==> src/rtl/fios_operand_feeder.sv <==
// Operand feeder for the FIOS Montgomery multiplier: buffers a, b, p limbs
// from the host, then serves a in batches and b/p limbs on fetch pulses.
// Optional feature macro: FIOS_FEEDER_KEEP_P_EN (adds keep_p_i, reuses p).
module fios_operand_feeder #(
   parameter int S     = 8,
   parameter int PE_NB = 8
) (
   input  logic                clock_i,
   input  logic                reset_n_i,
   input  logic                in_valid_i,
   input  logic [16:0]         in_data_i,
   output logic                in_ready_o,
   output logic                start_o,
   output logic [PE_NB*17-1:0] a_o,
   input  logic                a_shift_i,
   input  logic                b_fetch_i,
   input  logic                p_fetch_i,
   output logic [16:0]         b_o,
   output logic [16:0]         p_o,
   input  logic                done_i,
`ifdef FIOS_FEEDER_KEEP_P_EN
   input  logic                keep_p_i,
`endif
   output logic                busy_o
);

   localparam int LW        = 17;
   localparam int A_BATCHES = (S + PE_NB - 1) / PE_NB;
   localparam int CW        = $clog2(3 * S);
   localparam int BW        = (A_BATCHES > 1) ? $clog2(A_BATCHES) : 1;
   localparam int IW        = (S > 1) ? $clog2(S) : 1;

   localparam logic [CW-1:0] LAST3 = CW'(3 * S - 1);
   localparam logic [BW-1:0] A_END = BW'(A_BATCHES - 1);
   localparam logic [IW-1:0] I_END = IW'(S - 1);

   typedef enum logic [1:0] {IDLE, LOAD, START, RUN} state_t;

   state_t state_q, state_d;

   logic [LW-1:0] a_mem [S];
   logic [LW-1:0] b_mem [S];
   logic [LW-1:0] p_mem [S];

   logic [CW-1:0] ld_cnt_q;
   logic [CW-1:0] ld_last;
   logic [CW-1:0] wr_idx;
   logic [BW-1:0] a_idx_q;
   logic [IW-1:0] b_idx_q, p_idx_q;
   logic [IW-1:0] b_nxt, p_nxt;
   logic [LW-1:0] b_first, p_first;
   logic          accept, last_limb, p0_wr;

`ifdef FIOS_FEEDER_KEEP_P_EN
   localparam logic [CW-1:0] LAST2 = CW'(2 * S - 1);
   logic keep_p_q;
   logic p_loaded_q;
   assign ld_last = keep_p_q ? LAST2 : LAST3;
`else
   assign ld_last = LAST3;
`endif

   assign accept    = in_valid_i & in_ready_o;
   assign wr_idx    = (state_q == LOAD) ? ld_cnt_q : '0;
   assign last_limb = accept & (state_q == LOAD) & (ld_cnt_q == ld_last);
   assign p0_wr     = accept & (wr_idx == CW'(2 * S));

   assign b_nxt = (b_idx_q == I_END) ? '0 : b_idx_q + IW'(1);
   assign p_nxt = (p_idx_q == I_END) ? '0 : p_idx_q + IW'(1);

   // gather one PE_NB-limb batch of a; limbs past S read as zero
   function automatic logic [PE_NB*LW-1:0] a_batch(input logic [BW-1:0] idx);
      logic [PE_NB*LW-1:0] v;
      v = '0;
      for (int k = 0; k < S; k++) begin
         if (idx == BW'(k / PE_NB)) v[(k % PE_NB)*LW +: LW] = a_mem[k];
      end
      return v;
   endfunction

   // p reads as zero until some load has filled it
   function automatic logic [LW-1:0] p_rd(input logic [IW-1:0] i);
`ifdef FIOS_FEEDER_KEEP_P_EN
      return p_loaded_q ? p_mem[i] : '0;
`else
      return p_mem[i];
`endif
   endfunction

   // first b/p limbs may be written on the very edge that enters START
   assign b_first = (accept && wr_idx == CW'(S)) ? in_data_i : b_mem[0];
   assign p_first = p0_wr ? in_data_i : p_rd('0);

   // state register
   always_ff @(posedge clock_i or negedge reset_n_i) begin
      if (!reset_n_i) state_q <= IDLE;
      else            state_q <= state_d;
   end

   // next-state logic
   always_comb begin
      state_d = state_q;
      unique case (state_q)
         IDLE:    if (accept) state_d = LOAD;
         LOAD:    if (last_limb) state_d = START;
         START:   state_d = RUN;
         RUN:     if (done_i) state_d = IDLE;
         default: state_d = IDLE;
      endcase
   end

   // state-decoded outputs; ready is held low while reset is asserted
   always_comb begin
      in_ready_o = reset_n_i & ((state_q == IDLE) | (state_q == LOAD));
      start_o    = (state_q == START);
      busy_o     = (state_q != IDLE);
   end

   // limb buffers, written in arrival order
   always_ff @(posedge clock_i) begin
      if (accept) begin
         for (int i = 0; i < S; i++) begin
            if (wr_idx == CW'(i))         a_mem[i] <= in_data_i;
            if (wr_idx == CW'(S + i))     b_mem[i] <= in_data_i;
            if (wr_idx == CW'(2 * S + i)) p_mem[i] <= in_data_i;
         end
      end
   end

   // load counter, serve indices and registered operand outputs
   always_ff @(posedge clock_i or negedge reset_n_i) begin
      if (!reset_n_i) begin
         ld_cnt_q <= '0;
         a_idx_q  <= '0;
         b_idx_q  <= '0;
         p_idx_q  <= '0;
         a_o      <= '0;
         b_o      <= '0;
         p_o      <= '0;
`ifdef FIOS_FEEDER_KEEP_P_EN
         keep_p_q   <= 1'b0;
         p_loaded_q <= 1'b0;
`endif
      end else begin
`ifdef FIOS_FEEDER_KEEP_P_EN
         if (p0_wr) p_loaded_q <= 1'b1;
`endif
         unique case (state_q)
            IDLE: begin
               if (accept) begin
                  ld_cnt_q <= CW'(1);
`ifdef FIOS_FEEDER_KEEP_P_EN
                  keep_p_q <= keep_p_i;
`endif
               end
            end
            LOAD: begin
               if (accept) ld_cnt_q <= ld_cnt_q + CW'(1);
               if (last_limb) begin
                  a_idx_q <= '0;
                  b_idx_q <= '0;
                  p_idx_q <= '0;
                  a_o     <= a_batch('0);
                  b_o     <= b_first;
                  p_o     <= p_first;
               end
            end
            START: begin
            end
            RUN: begin
               if (done_i) begin
                  a_idx_q <= '0;
                  b_idx_q <= '0;
                  p_idx_q <= '0;
               end else begin
                  if (a_shift_i) begin
                     if (a_idx_q == A_END) begin
                        a_o <= '0;
                     end else begin
                        a_idx_q <= a_idx_q + BW'(1);
                        a_o     <= a_batch(a_idx_q + BW'(1));
                     end
                  end
                  if (b_fetch_i) begin
                     b_idx_q <= b_nxt;
                     b_o     <= b_mem[b_nxt];
                  end
                  if (p_fetch_i) begin
                     p_idx_q <= p_nxt;
                     p_o     <= p_rd(p_nxt);
                  end
               end
            end
            default: begin
            end
         endcase
      end
   end

endmodule

==> config.mk <==
export PLATFORM = sky130hd
export DESIGN_NAME = fios_operand_feeder
export DESIGN_NICKNAME = d
export VERILOG_FILES = /design/src/rtl/fios_operand_feeder.sv
export SDC_FILE = /design/constraint.sdc
export NUM_CORES = 1
export LEC_CHECK = 0
export BUFFER_PORTS_ARGS = -buffer_cell sky130_fd_sc_hd__buf_2
export CAP_MARGIN = 20
export CORE_ASPECT_RATIO = 0.9
export CORE_MARGIN = 4
export CORE_UTILIZATION = 54
export DETAILED_ROUTE_END_ITERATION = 10
export PLACE_DENSITY_LB_ADDON = 0.1
export SLEW_MARGIN = 20
export SYNTH_ARGS = -nofsm -noshare
export SYNTH_HDL_FRONTEND = slang
export SYNTH_SLANG_ARGS = --single-unit
==> constraint.sdc <==
create_clock -name clock_i -period 2.4 [get_ports clock_i]
set_input_delay 0.12 -clock clock_i [delete_from_list [all_inputs] [get_ports clock_i]]
set_output_delay 0.12 -clock clock_i [all_outputs]
set_load 0.1 [all_outputs]
==> impl_metrics.json, run 1 <==
{
  "std_cell_rows": 73,
  "reg2reg_to": "a_o[89]$_DFFE_PN0P_",
  "numCtsBuffers": 59,
  "synth-edff-count": 391,
  "syn_area_per_cell_um2": 14.41,
  "finalCriticalPeriod_ns": 2.314,
  "reg2reg_depth": 6,
  "drc": 0,
  "drtIter0Drc": 1443,
  "yosysTopAreaCellShare_pct": 48.79,
  "grt_pass1_vias": 15090,
  "muxShareOfSynthArea_pct": 3.759,
  "grt_first_pass_wirelength_mm": 97.61,
  "vias_per_cell": 6.070,
  "critPathLaunchType": "flop",
  "finalSetupViolCount": 0,
  "drive_above_1_share_pct": 29.78,
  "syn2layout_area_growth_pct": 17.48,
  "final_cell_area_um2": 28270,
  "clock_latency_ns": 0.63,
  "rsz0062_at_grt": "false",
  "ys_seq_area_share_pct": 69.24,
  "yosys.area_share.simple_pct": 8.465,
  "final_util_pct": 64.08,
  "multi_input_area_um2": 6719,
  "cts.path.max_buffers": 3,
  "cts_root_buffer": "clkbuf_16",
  "firstDrtPassIters": 6,
  "fmax_ghz": 0.4322,
  "start_util_pct": 54.55,
  "cp.required_ns": 2.95,
  "synthArstFlopShare_pct": 30.96,
  "mappedNetlistArea_um2": 24060,
  "antenna_cells": 0,
  "synth_cells": 1670,
  "min_period_over_period_pct": 96.41,
  "synth_fa_ha_area_share_pct": 0.5199,
  "synth.ff_latch_count": 591,
  "yosysTopAreaCell": "edfxtp_1",
  "hold_violations": 0,
  "die_width_um": 230.5,
  "synth_flop_cell": "edfxtp_1",
  "overflow": 0,
  "place.gp.congestion": 0.8635,
  "status": "finished, final reports clean",
  "seqCellArea_um2": 16670,
  "post_cts_buffers": 0,
  "via_count": 15485,
  "core-area_um2": 44120,
  "cts.repair.resized": 0,
  "synth_compound_area_share_pct": 15.07,
  "clkTransAtPathRegs_ns": 0.06,
  "ys_types": 51,
  "clock_sinks": 591,
  "timing_worst_setup_path_type": "reg2reg",
  "htree_levels": 2,
  "tightest_slew_ns": 0.7269,
  "ant_nets": 0,
  "hold_class": "in2reg",
  "timing.final.ws_setup_ns": 0.08623,
  "synth_warnings": 0,
  "place_area_um2": 26190,
  "port-buffer-count": 196,
  "antenna_found_initial": 3,
  "finalClockSkew_ns": 0.01725,
  "r2r-start": "ld_cnt_q[0]$_DFFE_PN0P_",
  "dp_hpwl_mm": 39.42,
  "routed_wirelength_mm": 65.34,
  "cts_tree": "yes",
  "drv_cap": 0,
  "cp-end-kind": "flop",
  "fin_setup_tns_ns": 0,
  "slew_violations": 0,
  "die_h_um": 208.3,
  "grt_max_degree": 105,
  "cp-endpoint": "a_o[89]$_DFFE_PN0P_",
  "crit_fanout": 41,
  "cp-startpoint": "ld_cnt_q[0]$_DFFE_PN0P_",
  "synthTopCellsByArea": "edfxtp_1, dfrtp_1, a21bo_2",
  "grt_usage_pct": 26.99,
  "dieArea_um2": 48010,
  "arrival_ns": 2.87,
  "relSlewSlack_pct": 51.54,
  "synth_top_family_by_area": "compound AO/OA/AOI/OAI gates",
  "io_pins": 197,
  "wl_per_cell_um": 25.61,
  "synthXorXnorAreaFrac_pct": 0,
  "syn_nets": 1704,
  "rrSetupSlack_ns": 0.09,
  "fill_cells": 3297,
  "fin_nets": 1937,
  "cts_hold_buf": 14,
  "dp_worst_setup_slack_ns": 0.1813
}
-- state kept, by name, indices dropped and copies added (netlist names), 3 cells and up --
register  flops
p_o          17
b_o          17
p_idx_q       3
ld_cnt_q      5
a_mem       136
b_idx_q       3
b_mem       136
p_mem       136
a_o         136
-- cells in the final DEF, fill, tap and decap left out, drive strengths merged, types with 13 or more instances in the layout --
master / n
o22ai: 34
dlygate4sd3: 13
nor2: 29
a31oi: 34
nor2b: 57
a21oi: 86
mux2: 19
nor3b: 17
buf: 292
dfrtp: 183
or3b: 34
o31ai: 18
a21bo: 136
or4: 17
dfxtp: 17
a211oi: 51
nand2: 44
mux2i: 69
nand3: 141
a21boi: 16
o21ai: 23
clkbuf: 92
edfxtp: 391
o21a: 69
-- layer usage --
layer / up-vias / wire length (µm) / track usage (%)
li1: 6819 / - / -
met4: 0 / 1413 / 7.258
met5: - / 0 / 0
met1: 7983 / 28460 / 39.99
met2: 589 / 30790 / 42.43
met3: 94 / 4671 / 3.984
-- layout make-up --
class	count	area share, %
Sequential cell	591	58.95
Multi-Input combinational cell	938	23.77
Timing Repair Buffer	306	7.634
Clock buffer	91	6.147
Tap cell	600	2.655
Clock inverter	18	0.7435
Inverter	7	0.1018
-- through the flow --
step / std cells / hold WS, ns
after floorplan: 1670 / -0.1756
after global placement: 2428 / 0.03409
after detailed placement: 2428 / 0.03518
after CTS: 2551 / 0.01190
after global routing: 2551 / 0.01580
final: 2551 / 0.05074
-- Yosys cell counts, drive strengths merged, types with 3 or more instances --
master / number
o21a: 69
or3b: 34
or4: 17
edfxtp: 391
inv: 7
nand2b: 6
a21bo: 136
nand3b: 3
nor2: 29
a32o: 5
nand2: 44
a31oi: 34
nor3b: 17
buf: 81
a211oi: 51
a22o: 4
a21boi: 16
mux2i: 69
dfxtp: 17
a21oi: 86
ha: 10
nor2b: 57
mux2: 19
o22ai: 34
nand3: 141
dfrtp: 183
o21ai: 23
o31ai: 18
clkbuf: 53
-- worst max-delay path, stage by stage, from the launching register on --
cell and delay [ns]:
dfrtp_1 0.48, ha_1 0.26, and3_1 0.20, a41o_4 0.45
buf_4 0.46, nand3_1 0.15, a21bo_2 0.21
-- kinds of logic (layout without fill, tap and decap cells) --
family / count (synthesis) / after routing
AND/OR/NAND/NOR: 358 / 358
AO/OA/AOI/OAI: 482 / 482
adder cells (fa/ha/maj): 10 / 10
flip-flops: 591 / 591
buffers and inverters: 141 / 422
multiplexers: 88 / 88
-- worst min path at each step --
| stage | start | to | slack [ns] | depth (start not counted) |
|---|---|---|---|---|
| finish | in_data_i[10] | a_mem[0][27]$_DFFE_PP_ | 0.05 | 1 |
| detailed placement | reset_n_i | ld_cnt_q[4]$_DFFE_PN0P_ | 0.04 | 1 |
| global placement | reset_n_i | ld_cnt_q[1]$_DFFE_PN0P_ | 0.03 | 1 |
| CTS | in_data_i[10] | a_mem[0][27]$_DFFE_PP_ | 0.01 | 1 |
| floorplan | reset_n_i | a_o[0]$_DFFE_PN0P_ | -0.18 | 0 |
| global route | in_data_i[10] | a_mem[0][27]$_DFFE_PP_ | 0.02 | 1 |
Power of run 1 is left out: the tool's default activity adds up to more than one toggle a clock period on the data nets, which glitch-free logic cannot reach.
==> run 2, diff against run 1 <==
--- a/config.mk
+++ b/config.mk
@@ -11,7 +11,8 @@
 export CORE_MARGIN = 4
 export CORE_UTILIZATION = 54
 export DETAILED_ROUTE_END_ITERATION = 10
-export PLACE_DENSITY_LB_ADDON = 0.1
+export GPL_ROUTABILITY_DRIVEN = 0
+export PLACE_DENSITY = 0.76
 export SLEW_MARGIN = 20
 export SYNTH_ARGS = -nofsm -noshare
 export SYNTH_HDL_FRONTEND = slang
==> run 2 against run 1 <==
Effect of this change: the run now ends with antenna violations left; register-to-register slack worse by 0.03 ns; non-clock buffer count down 9; clock skew up 0.0025 ns; hold slack worse by 0.026 ns; die area unchanged; via count up 0.51%; final cell count down 0.20%; maximum frequency down 1.4%; largest cell class unchanged; highest routed layer is now met5.
==> impl_metrics.json, run 2 (synthesized netlist as in run 1, its figures left out) <==
{
  "drtIter0Drc": 1593,
  "grt_first_pass_wirelength_mm": 93.00,
  "grt_pass1_vias": 15439,
  "hold_class": "in2async",
  "fin_setup_tns_ns": 0,
  "htree_levels": 2,
  "drc": 0,
  "violations": "antenna violations",
  "post_cts_buffers": 0,
  "final_cell_area_um2": 28150,
  "cts.path.max_buffers": 3,
  "core-area_um2": 44120,
  "drv_cap": 0,
  "routed_wirelength_mm": 61.58,
  "critPathLaunchType": "flop",
  "rrSetupSlack_ns": 0.05,
  "cp-end-kind": "flop",
  "dieArea_um2": 48010,
  "port-buffer-count": 196,
  "final_common_cell": "edfxtp_1",
  "place_area_um2": 26080,
  "min_period_over_period_pct": 97.79,
  "finalSetupViolCount": 0,
  "ant_nets": 1,
  "via_count": 15564,
  "status": "complete, but fails checks",
  "fin_nets": 1926,
  "clock_sinks": 591,
  "arrival_ns": 2.86,
  "overflow": 0,
  "std_cell_rows": 73,
  "wl_per_cell_um": 24.19,
  "slew_violations": 0,
  "timing_worst_setup_path_type": "reg2reg",
  "cp_slowest_cell": "or4_1",
  "firstDrtPassIters": 5,
  "tightest_slew_ns": 0.8683,
  "antenna_found_initial": 2,
  "crit_family": "simple AND/OR/NAND/NOR gates",
  "clock_latency_ns": 0.62,
  "syn2layout_area_growth_pct": 16.99,
  "critPathBufInv": 1,
  "hold_ws_ns": 0.02479,
  "relSlewSlack_pct": 42.11,
  "die_h_um": 208.3,
  "cp.required_ns": 2.92,
  "rsz0062_at_grt": "false",
  "finalCriticalPeriod_ns": 2.347,
  "finalClockSkew_ns": 0.01971,
  "die_width_um": 230.5,
  "cpPeakStageDelay_ns": 0.56,
  "vias_per_cell": 6.113,
  "path_cells": "ha_1 -> ha_2 -> buf_12 -> nor3b_1 -> o31ai_1 -> or4_1 -> a31oi_1",
  "clkTransAtPathRegs_ns": 0.06,
  "dp_hpwl_mm": 37.86,
  "final_cell_mix": "edfxtp_1, buf_2, dfrtp_1",
  "crit_fanout": 26,
  "start_util_pct": 54.55,
  "hold_violations": 0,
  "drive_above_1_share_pct": 29.12,
  "io_pins": 197,
  "fmax_ghz": 0.4261,
  "cts_root_buffer": "clkbuf_16",
  "numCtsBuffers": 57,
  "grt_max_degree": 162,
  "cts_tree": "yes",
  "grt_usage_pct": 25.23
}
-- run 2: layout make-up --
class	count	area, µm²
Fill cell	3208	15960
Tap cell	600	750.7
Sequential cell	591	16670
Antenna cell	6	15.01
Clock inverter	21	249.0
Clock buffer	86	1617
Inverter	7	28.78
Multi-Input combinational cell	938	6721
Timing Repair Buffer	297	2105
-- run 2: layer usage --
| metal | vias to the layer above | routed length, µm | track usage, % |
|---|---|---|---|
| met5 | - | 7 | 0 |
| met4 | 2 | 2109 | 8.759 |
| met3 | 133 | 5818 | 6.216 |
| met2 | 752 | 28950 | 39.64 |
| met1 | 7862 | 24700 | 34.79 |
| li1 | 6815 | - | - |
-- run 2: repair_timing --
action                     4_1_cts  5_1_grt
hold buffers                    18        0
setup endpoints to repair        0       89
hold endpoints to repair       181        0
gates resized for setup          0        4
-- run 2: final timing paths --
kind                                   startpoint                      end  cells past startpoint
setup / recovery           p_idx_q[0]$_DFFE_PN0P_      p_o[12]$_DFFE_PN0P_                      7
setup reg to reg           p_idx_q[0]$_DFFE_PN0P_      p_o[12]$_DFFE_PN0P_                      7
max in group asynchronous               reset_n_i   b_idx_q[0]$_DFFE_PN0P_                      3
hold reg to reg               a_o[31]$_DFFE_PN0P_      a_o[31]$_DFFE_PN0P_                      1
min in group clock_i                 in_data_i[6]       b_o[6]$_DFFE_PN0P_                      4
hold / removal                          reset_n_i  ld_cnt_q[2]$_DFFE_PN0P_                      2
-- run 2: stage by stage --
step | utilization, % | setup WS (ns) | instances
2_1_floorplan | - | -0.09019 | 1670
3_3_place_gp | 59.11 | 0.1908 | 2415
3_5_place_dp | 59.11 | 0.05419 | 2415
4_1_cts | 63.74 | 0.01396 | 2540
5_1_grt | 63.78 | 0.01675 | 2540
6_report | 63.81 | 0.05292 | 2546
Power of run 2 is left out for the same reason.
